## src/rtl/video_timing_gen.sv

```systemverilog
// video_timing_gen
//   Regenerates SD (27 MHz) output timing for the HDMI encoder. Internal
//   pixel/line counters free-run over the NTSC or PAL raster and snap to the
//   first active pixel on a vreset pulse from the video analyzer. All outputs
//   are registered and lag the internal counters by exactly one clock.
//
// Ports
//   clk          pixel clock
//   resetn       synchronous active-low reset
//   mode[1:0]    0=ntsc, 1=pal, 2=mono, 3=reserved (2 and 3 run PAL timing)
//   vreset       1-cycle resync request at the source's first active pixel
//   hs, vs       active-low syncs (vs is line-aligned)
//   de           high inside the active area
//   hcnt, vcnt   pixel/line index, 0 = first active pixel/line
//   frame_start  1-cycle pulse at pixel (0,0)
//   locked       last vreset found the counters already aligned
//   resync_cnt   saturating count of misaligned vreset events
module video_timing_gen #(
  parameter int H_ACT   = 720,
  parameter int H_TOT_N = 858,
  parameter int H_TOT_P = 864,
  parameter int H_SS_N  = 736,
  parameter int H_SS_P  = 732,
  parameter int H_SW_N  = 62,
  parameter int H_SW_P  = 64,
  parameter int V_ACT_N = 480,
  parameter int V_ACT_P = 576,
  parameter int V_TOT_N = 525,
  parameter int V_TOT_P = 625,
  parameter int V_SS_N  = 489,
  parameter int V_SS_P  = 581,
  parameter int V_SW_N  = 6,
  parameter int V_SW_P  = 5
) (
  input  logic        clk,
  input  logic        resetn,
  input  logic [1:0]  mode,
  input  logic        vreset,
  output logic        hs,
  output logic        vs,
  output logic        de,
  output logic [10:0] hcnt,
  output logic [9:0]  vcnt,
  output logic        frame_start,
  output logic        locked,
  output logic [7:0]  resync_cnt
);

  logic [10:0] h;
  logic [9:0]  v;
  logic        cur_pal;

  logic [10:0] h_tot, h_ss, h_sw;
  logic [9:0]  v_tot, v_act, v_ss, v_sw;
  logic        h_last, v_last, frame_last, mode_pal;

  // Timing set follows the latched standard, never the live mode input,
  // so a mid-frame mode change cannot strand the counters out of range.
  always_comb begin
    h_tot = cur_pal ? 11'(H_TOT_P) : 11'(H_TOT_N);
    h_ss  = cur_pal ? 11'(H_SS_P)  : 11'(H_SS_N);
    h_sw  = cur_pal ? 11'(H_SW_P)  : 11'(H_SW_N);
    v_tot = cur_pal ? 10'(V_TOT_P) : 10'(V_TOT_N);
    v_act = cur_pal ? 10'(V_ACT_P) : 10'(V_ACT_N);
    v_ss  = cur_pal ? 10'(V_SS_P)  : 10'(V_SS_N);
    v_sw  = cur_pal ? 10'(V_SW_P)  : 10'(V_SW_N);
  end

  assign mode_pal   = (mode != 2'd0);
  assign h_last     = (h == h_tot - 11'd1);
  assign v_last     = (v == v_tot - 10'd1);
  assign frame_last = h_last && v_last;

  always_ff @(posedge clk) begin
    if (!resetn) begin
      h           <= '0;
      v           <= '0;
      cur_pal     <= 1'b0;
      hs          <= 1'b1;
      vs          <= 1'b1;
      de          <= 1'b0;
      hcnt        <= '0;
      vcnt        <= '0;
      frame_start <= 1'b0;
      locked      <= 1'b0;
      resync_cnt  <= '0;
    end else begin
      hcnt        <= h;
      vcnt        <= v;
      de          <= (h < 11'(H_ACT)) && (v < v_act);
      hs          <= !((h >= h_ss) && (h < h_ss + h_sw));
      vs          <= !((v >= v_ss) && (v < v_ss + v_sw));
      frame_start <= (h == 11'd0) && (v == 10'd0);

      if (vreset) begin
        h       <= '0;
        v       <= '0;
        cur_pal <= mode_pal;
        // Aligned only if we were about to wrap anyway under the same
        // standard; a standard change is always a real jump.
        if (frame_last && (mode_pal == cur_pal)) begin
          locked <= 1'b1;
        end else begin
          locked <= 1'b0;
          if (resync_cnt != 8'hff) resync_cnt <= resync_cnt + 8'd1;
        end
      end else if (h_last) begin
        h <= '0;
        if (v_last) begin
          v       <= '0;
          cur_pal <= mode_pal;
        end else begin
          v <= v + 10'd1;
        end
      end else begin
        h <= h + 11'd1;
      end
    end
  end

endmodule

```

## config.mk

```make
export PLATFORM = sky130hd
export DESIGN_NAME = video_timing_gen
export DESIGN_NICKNAME = d
export VERILOG_FILES = /design/src/rtl/video_timing_gen.sv
export SDC_FILE = /design/constraint.sdc
export NUM_CORES = 1
export LEC_CHECK = 0
export BUFFER_PORTS_ARGS = -buffer_cell sky130_fd_sc_hd__buf_4
export CAP_MARGIN = 30
export CORE_MARGIN = 10
export CORE_UTILIZATION = 45
export CTS_CLUSTER_SIZE = 16
export DETAILED_ROUTE_END_ITERATION = 7
export PLACE_DENSITY = 0.72
export SLEW_MARGIN = 15
export SYNTH_ARGS = -nofsm -noshare
export SYNTH_HDL_FRONTEND = slang
export SYNTH_SLANG_ARGS = --single-unit
```

## constraint.sdc

```tcl
create_clock -name clk -period 5.71 [get_ports clk]
set_input_delay 0.2855 -clock clk [delete_from_list [all_inputs] [get_ports clk]]
set_output_delay 0.2855 -clock clk [all_outputs]
set_load 0.005 [all_outputs]
```

# Yosys cells after proc, flatten, opt, wreduce, memory -nomap -nowiden
# Cells that the tools add are included.
[totals]
register_bits = 56
input_bits = 5
output_inout_bits = 34
word_cells = 59
[classes]
addsub = 7
order_cmp = 6
n_eq_ne = 4
n_mux = 12
bitwise_logic = 2
reduce_logical = 17
[op_table]
columns = ["op", "count"]
rows = [
  ["10-bit two-way mux", 3],
  ["10-bit < comparator", 2],
  ["7-bit two-way mux", 2],
  ["6-bit two-way mux", 2],
  ["10-bit by 7-bit adder with 11-bit output", 1],
  ["11-bit by 1-bit adder with 11-bit output, second input constant", 1],
  ["11-bit == test", 1],
  ["11-bit by 10-bit >= comparator with 1-bit output", 1],
  ["11-bit logical NOT", 1],
  ["11-bit by 10-bit < comparator with 1-bit output, second input constant", 1],
  ["11-bit < comparator", 1],
  ["10-bit by 1-bit subtractor with 11-bit output, second input constant", 1],
  ["10-bit by 1-bit adder with 10-bit output, second input constant", 1],
  ["10-bit by 3-bit adder with 10-bit output", 1],
  ["10-bit == test", 1],
  ["10-bit >= comparator", 1],
  ["10-bit logical NOT", 1],
  ["10-bit by 1-bit subtractor with 10-bit output, second input constant", 1],
  ["8-bit by 1-bit adder with 8-bit output, second input constant", 1],
  ["8-bit inequality test, second input constant", 1],
  ["1-bit logical AND", 6],
  ["2-bit nonzero test", 3],
  ["1-bit two-way mux", 4],
  ["3-bit AND reduction", 1],
  ["7 further kinds", 9],
]

# Depth between registers and ports, before layout
[logic_depth]
depth_word = 7
mapped_depth = 8

# Worst setup path before layout
# Ideal clock, no wire load.
[synth_timing]
kind = "register to register"
start = "register cur_pal"
end = "register resync_cnt[2]"
setup_time_ps = 118
arrival_ps = 2215
required_ps = 5592
slack_ps = 3377
path_stages_with_launch = 9
path_buffers = 1
synth_period_minus_slack_ps = 2333
cell_sequence = "dfxtp_1 > inv_1 > ha_1 > nor4bb_1 > o211ai_1 > or3_1 > buf_2 > and4_4 > mux2i_1"
[synth_via]
elab_chain_len = 7
[synth_lines]
columns = ["element", "line", "rtl"]
rows = [
  ["from (decl)", "51", "logic cur_pal;"],
  ["from (signal assigned)", "98", "cur_pal <= mode_pal;"],
  ["from (signal assigned)", "111", "cur_pal <= mode_pal;"],
  ["6-bit two-way mux / 7-bit two-way mux (equally long branches)", "60, 63", ""],
  ["10-bit by 1-bit subtractor with 11-bit output / 10-bit by 1-bit subtractor with 10-bit output (equally long branches)", "70, 71", ""],
  ["11-bit == test / 10-bit == test (equally long branches)", "70, 71", ""],
  ["1-bit logical AND", "72", "assign frame_last = h_last && v_last;"],
  ["1-bit logical AND *", "101", "if (frame_last && (mode_pal == cur_pal)) begin"],
  ["1-bit NOT (no line) *", "--", ""],
  ["3-bit AND reduction (no line) *", "--", ""],
  ["to (signal assigned)", "105", "if (resync_cnt != 8'hff) resync_cnt <= resync_cnt + 8'd1;"],
  ["to (decl)", "46", "output logic [7:0] resync_cnt"],
]
# Mark *: on every way between the ends. The rest lies on a longest branch, timed or not.
# A chain may end at the register's enable or synchronous reset.

# Worst setup path in the final report
[layout_timing]
start = "register cur_pal"
end = "register resync_cnt[1]"
# The elaborated chain is that of the path after synthesis.

==> flow_summary.json <==
{
  "startpoint_type": "register",
  "path_buf_inv": 1,
  "cts_tree": "built",
  "cp_max_fo": 12,
  "postCtsSetupRepairBufs": 0,
  "die-area_um2": 9220,
  "clkLatencyLatePin_ns": 0.31,
  "grt_max_degree": 39,
  "cts.clk_slew.worst_paths_ns": 0.10,
  "slowest_delay_ns": 0.60,
  "final_max_slew_viol_count": 0,
  "synth.avg_cell_area_um2": 9.26,
  "core_um2": 5570,
  "seq_area_frac_synth_pct": 43.1,
  "p_int_uw": 566,
  "yosys.area.top_type": "dfxtp_1",
  "ios": 39,
  "syn_area_um2": 2600,
  "finalWirelength_um": 5250,
  "maxCapViolCount": 0,
  "cp-end-kind": "register",
  "synthSimpleGateAreaFrac_pct": 28.9,
  "worst_slack_ns": 3.02,
  "tightest_slew_ns": 0.658,
  "ctsResizeCount": 0,
  "netlist_instances": 281,
  "cp.arrival_ns": 2.89,
  "worstPathCellList": "inv_1 -> ha_1 -> nor4bb_1 -> o211ai_1 -> or3_1 -> and3_4 -> mux2i_1",
  "pwr-share-clk_pct": 38.9,
  "leakage_nw": 1.27,
  "ctsRootBufferMaster": "clkbuf_8",
  "rows": 27,
  "tns_ns": 0,
  "synthAdderAreaFrac_pct": 9.62,
  "drtPass1Iterations": 4,
  "cts.sinks": 56,
  "synth-xor-area-share_pct": 6.06,
  "syn2layout_area_growth_pct": 17.7,
  "synth_seq_cells": 56,
  "grt_pass1_wl_um": 9150,
  "antenna_found_initial": 0,
  "status": "finished, final reports clean",
  "synth_edf_count": 0,
  "setup_violations": 0,
  "rsz0062_at_grt": "false",
  "syn-num-nets": 306,
  "synth.distinct_cells": 45,
  "cts_made_buffers": 5,
  "avgRoutedWirePerCell_um": 13.5,
  "pwr-share-seq_pct": 56.0,
  "drc": 0,
  "drive_above_1_share_pct": 17.0,
  "fmax_ghz": 0.372,
  "path_class": "register to register",
  "grt_pass1_vias": 1956,
  "pwr-share-comb_pct": 5.1,
  "finalHoldViolations": 0,
  "synth.area.top_cells": "dfxtp_1 43%, ha_1 9.6%, and2_1 4.8%",
  "yosys_warnings": 0,
  "die_height_um": 96.0,
  "yosysTopAreaCellShare_pct": 43.1,
  "cpMaxStageDelayCell": "dfxtp_1",
  "switching_share_pct": 20.6,
  "synth_ff_type": "dfxtp_1",
  "pre_cts_slack_ns": 3.07,
  "io_buffer_count": 38,
  "hold_path_class": "input port to register",
  "h-tree-depth": 2,
  "antennaDiodeCount": 0,
  "clk_path_buf_depth": 2,
  "synth_top_family_by_area": "simple AND/OR/NAND/NOR gates",
  "vias": 1995,
  "ant_nets": 0,
  "layout.nets": 341,
  "async_flop_share_pct": 0,
  "p_switching_uw": 147,
  "crit_family": "simple AND/OR/NAND/NOR gates",
  "place_hpwl_um": 3720,
  "most-common-layout-cells": "56 x dfxtp_1, 38 x buf_4, 30 x nor2_1",
  "synth_compound_area_share_pct": 6.30,
  "synth.area.mux_share_pct": 3.13,
  "drtIter0Drc": 66,
  "vias_per_cell": 5.13,
  "vdd_ir_drop_max_v": 0.000122,
  "slew_headroom_pct": 55.8,
  "gp_congestion": 0.894,
  "required_ns": 5.91,
  "fin_crit_sh_pct": 47.1,
  "p_per_area_nw_per_um2": 233,
  "overflow": 0,
  "cts_hold_buf": 0,
  "timing.final.crit_period_ns": 2.69,
  "initial_core_util_pct": 46.7,
  "clock_skew_ns": 0.00799,
  "die-width_um": 96.0,
  "final_common_cell": "dfxtp_1",
  "grt.total_usage_pct": 12.2
}
==> final timing paths <==
kind / startpoint / endpoint / slack (ns) / depth (start not counted)
min: vreset / locked / 0.24 / 2
max reg2reg: cur_pal / resync_cnt[1] / 3.02 / 7
max: cur_pal / resync_cnt[1] / 3.02 / 7
min reg2reg: h[0] / h[0] / 0.50 / 1
==> metrics by stage <==
step	power [mW]	cell area [µm²]	utilization, %	hold slack (ns)	instances
finish	0.714	3060	54.9	0.243	389
global route	0.743	3060	54.9	0.249	389
CTS	0.720	3060	54.9	0.239	389
detailed placement	0.446	2930	52.6	0.488	381
global placement	0.445	2930	52.6	0.472	381
floorplan	0.432	2600	-	0.445	281
==> kinds of logic after synthesis <==
logic type	Yosys count
AND/OR/NAND/NOR	135
flip-flops	56
adder cells (fa/ha/maj)	20
buffers and inverters	19
multiplexers	8
XOR/XNOR	18
AO/OA/AOI/OAI	25
==> synth_stat cells (4+ instances only) <==
| library cell | instances |
|---|---|
| nand3_1 | 9 |
| nor3_1 | 7 |
| clkbuf_1 | 5 |
| and3_1 | 7 |
| dfxtp_1 | 56 |
| nor2_1 | 30 |
| nand2b_1 | 8 |
| buf_2 | 4 |
| nand4_1 | 10 |
| mux2i_1 | 7 |
| and2_1 | 20 |
| nand2_1 | 22 |
| xnor2_1 | 10 |
| a21oi_1 | 4 |
| inv_1 | 9 |
| ha_1 | 20 |
| o21ai_0 | 6 |
| xor2_1 | 8 |
==> flip-flops by register name (all words and copies together) (netlist names) <==
signal       count
hcnt            11
locked           1
resync_cnt       8
frame_start      1
h               11
v               10
vcnt            10
cur_pal          1
vs               1
de               1
hs               1
==> cell type report <==
type	instances	area, µm²
Clock buffer	7	96.3
Inverter	9	33.8
Sequential cell	56	1120
Timing Repair Buffer	38	285
Tap cell	72	90.1
Clock inverter	1	30.0
Fill cell	520	2510
Multi-Input combinational cell	206	1400
==> power groups by stage <==
stage               Sequential [mW]  Clock, mW  Combinational, mW
floorplan                     0.408          0             0.0242
global placement              0.408          0             0.0364
detailed placement            0.409          0             0.0369
CTS                           0.400      0.284             0.0371
global route                  0.401      0.300             0.0420
finish                        0.400      0.278             0.0366
==> layer usage <==
layer / vias up / track usage [%] / share of wire, %
met2: 45 / 19.4 / 43
met3: 6 / 4.12 / 7.2
met5: - / 0 / 0
met1: 908 / 15.2 / 49
met4: 0 / 3.69 / 1.2
li1: 1036 / - / -
==> worst register-to-register path, cell delays in order (launching register included) <==
cell      delay [ns]
dfxtp_1         0.60
inv_1           0.25
ha_1            0.36
nor4bb_1        0.26
o211ai_1        0.19
or3_1           0.56
and3_4          0.25
mux2i_1         0.11
Power figures use the tool's default switching activity.
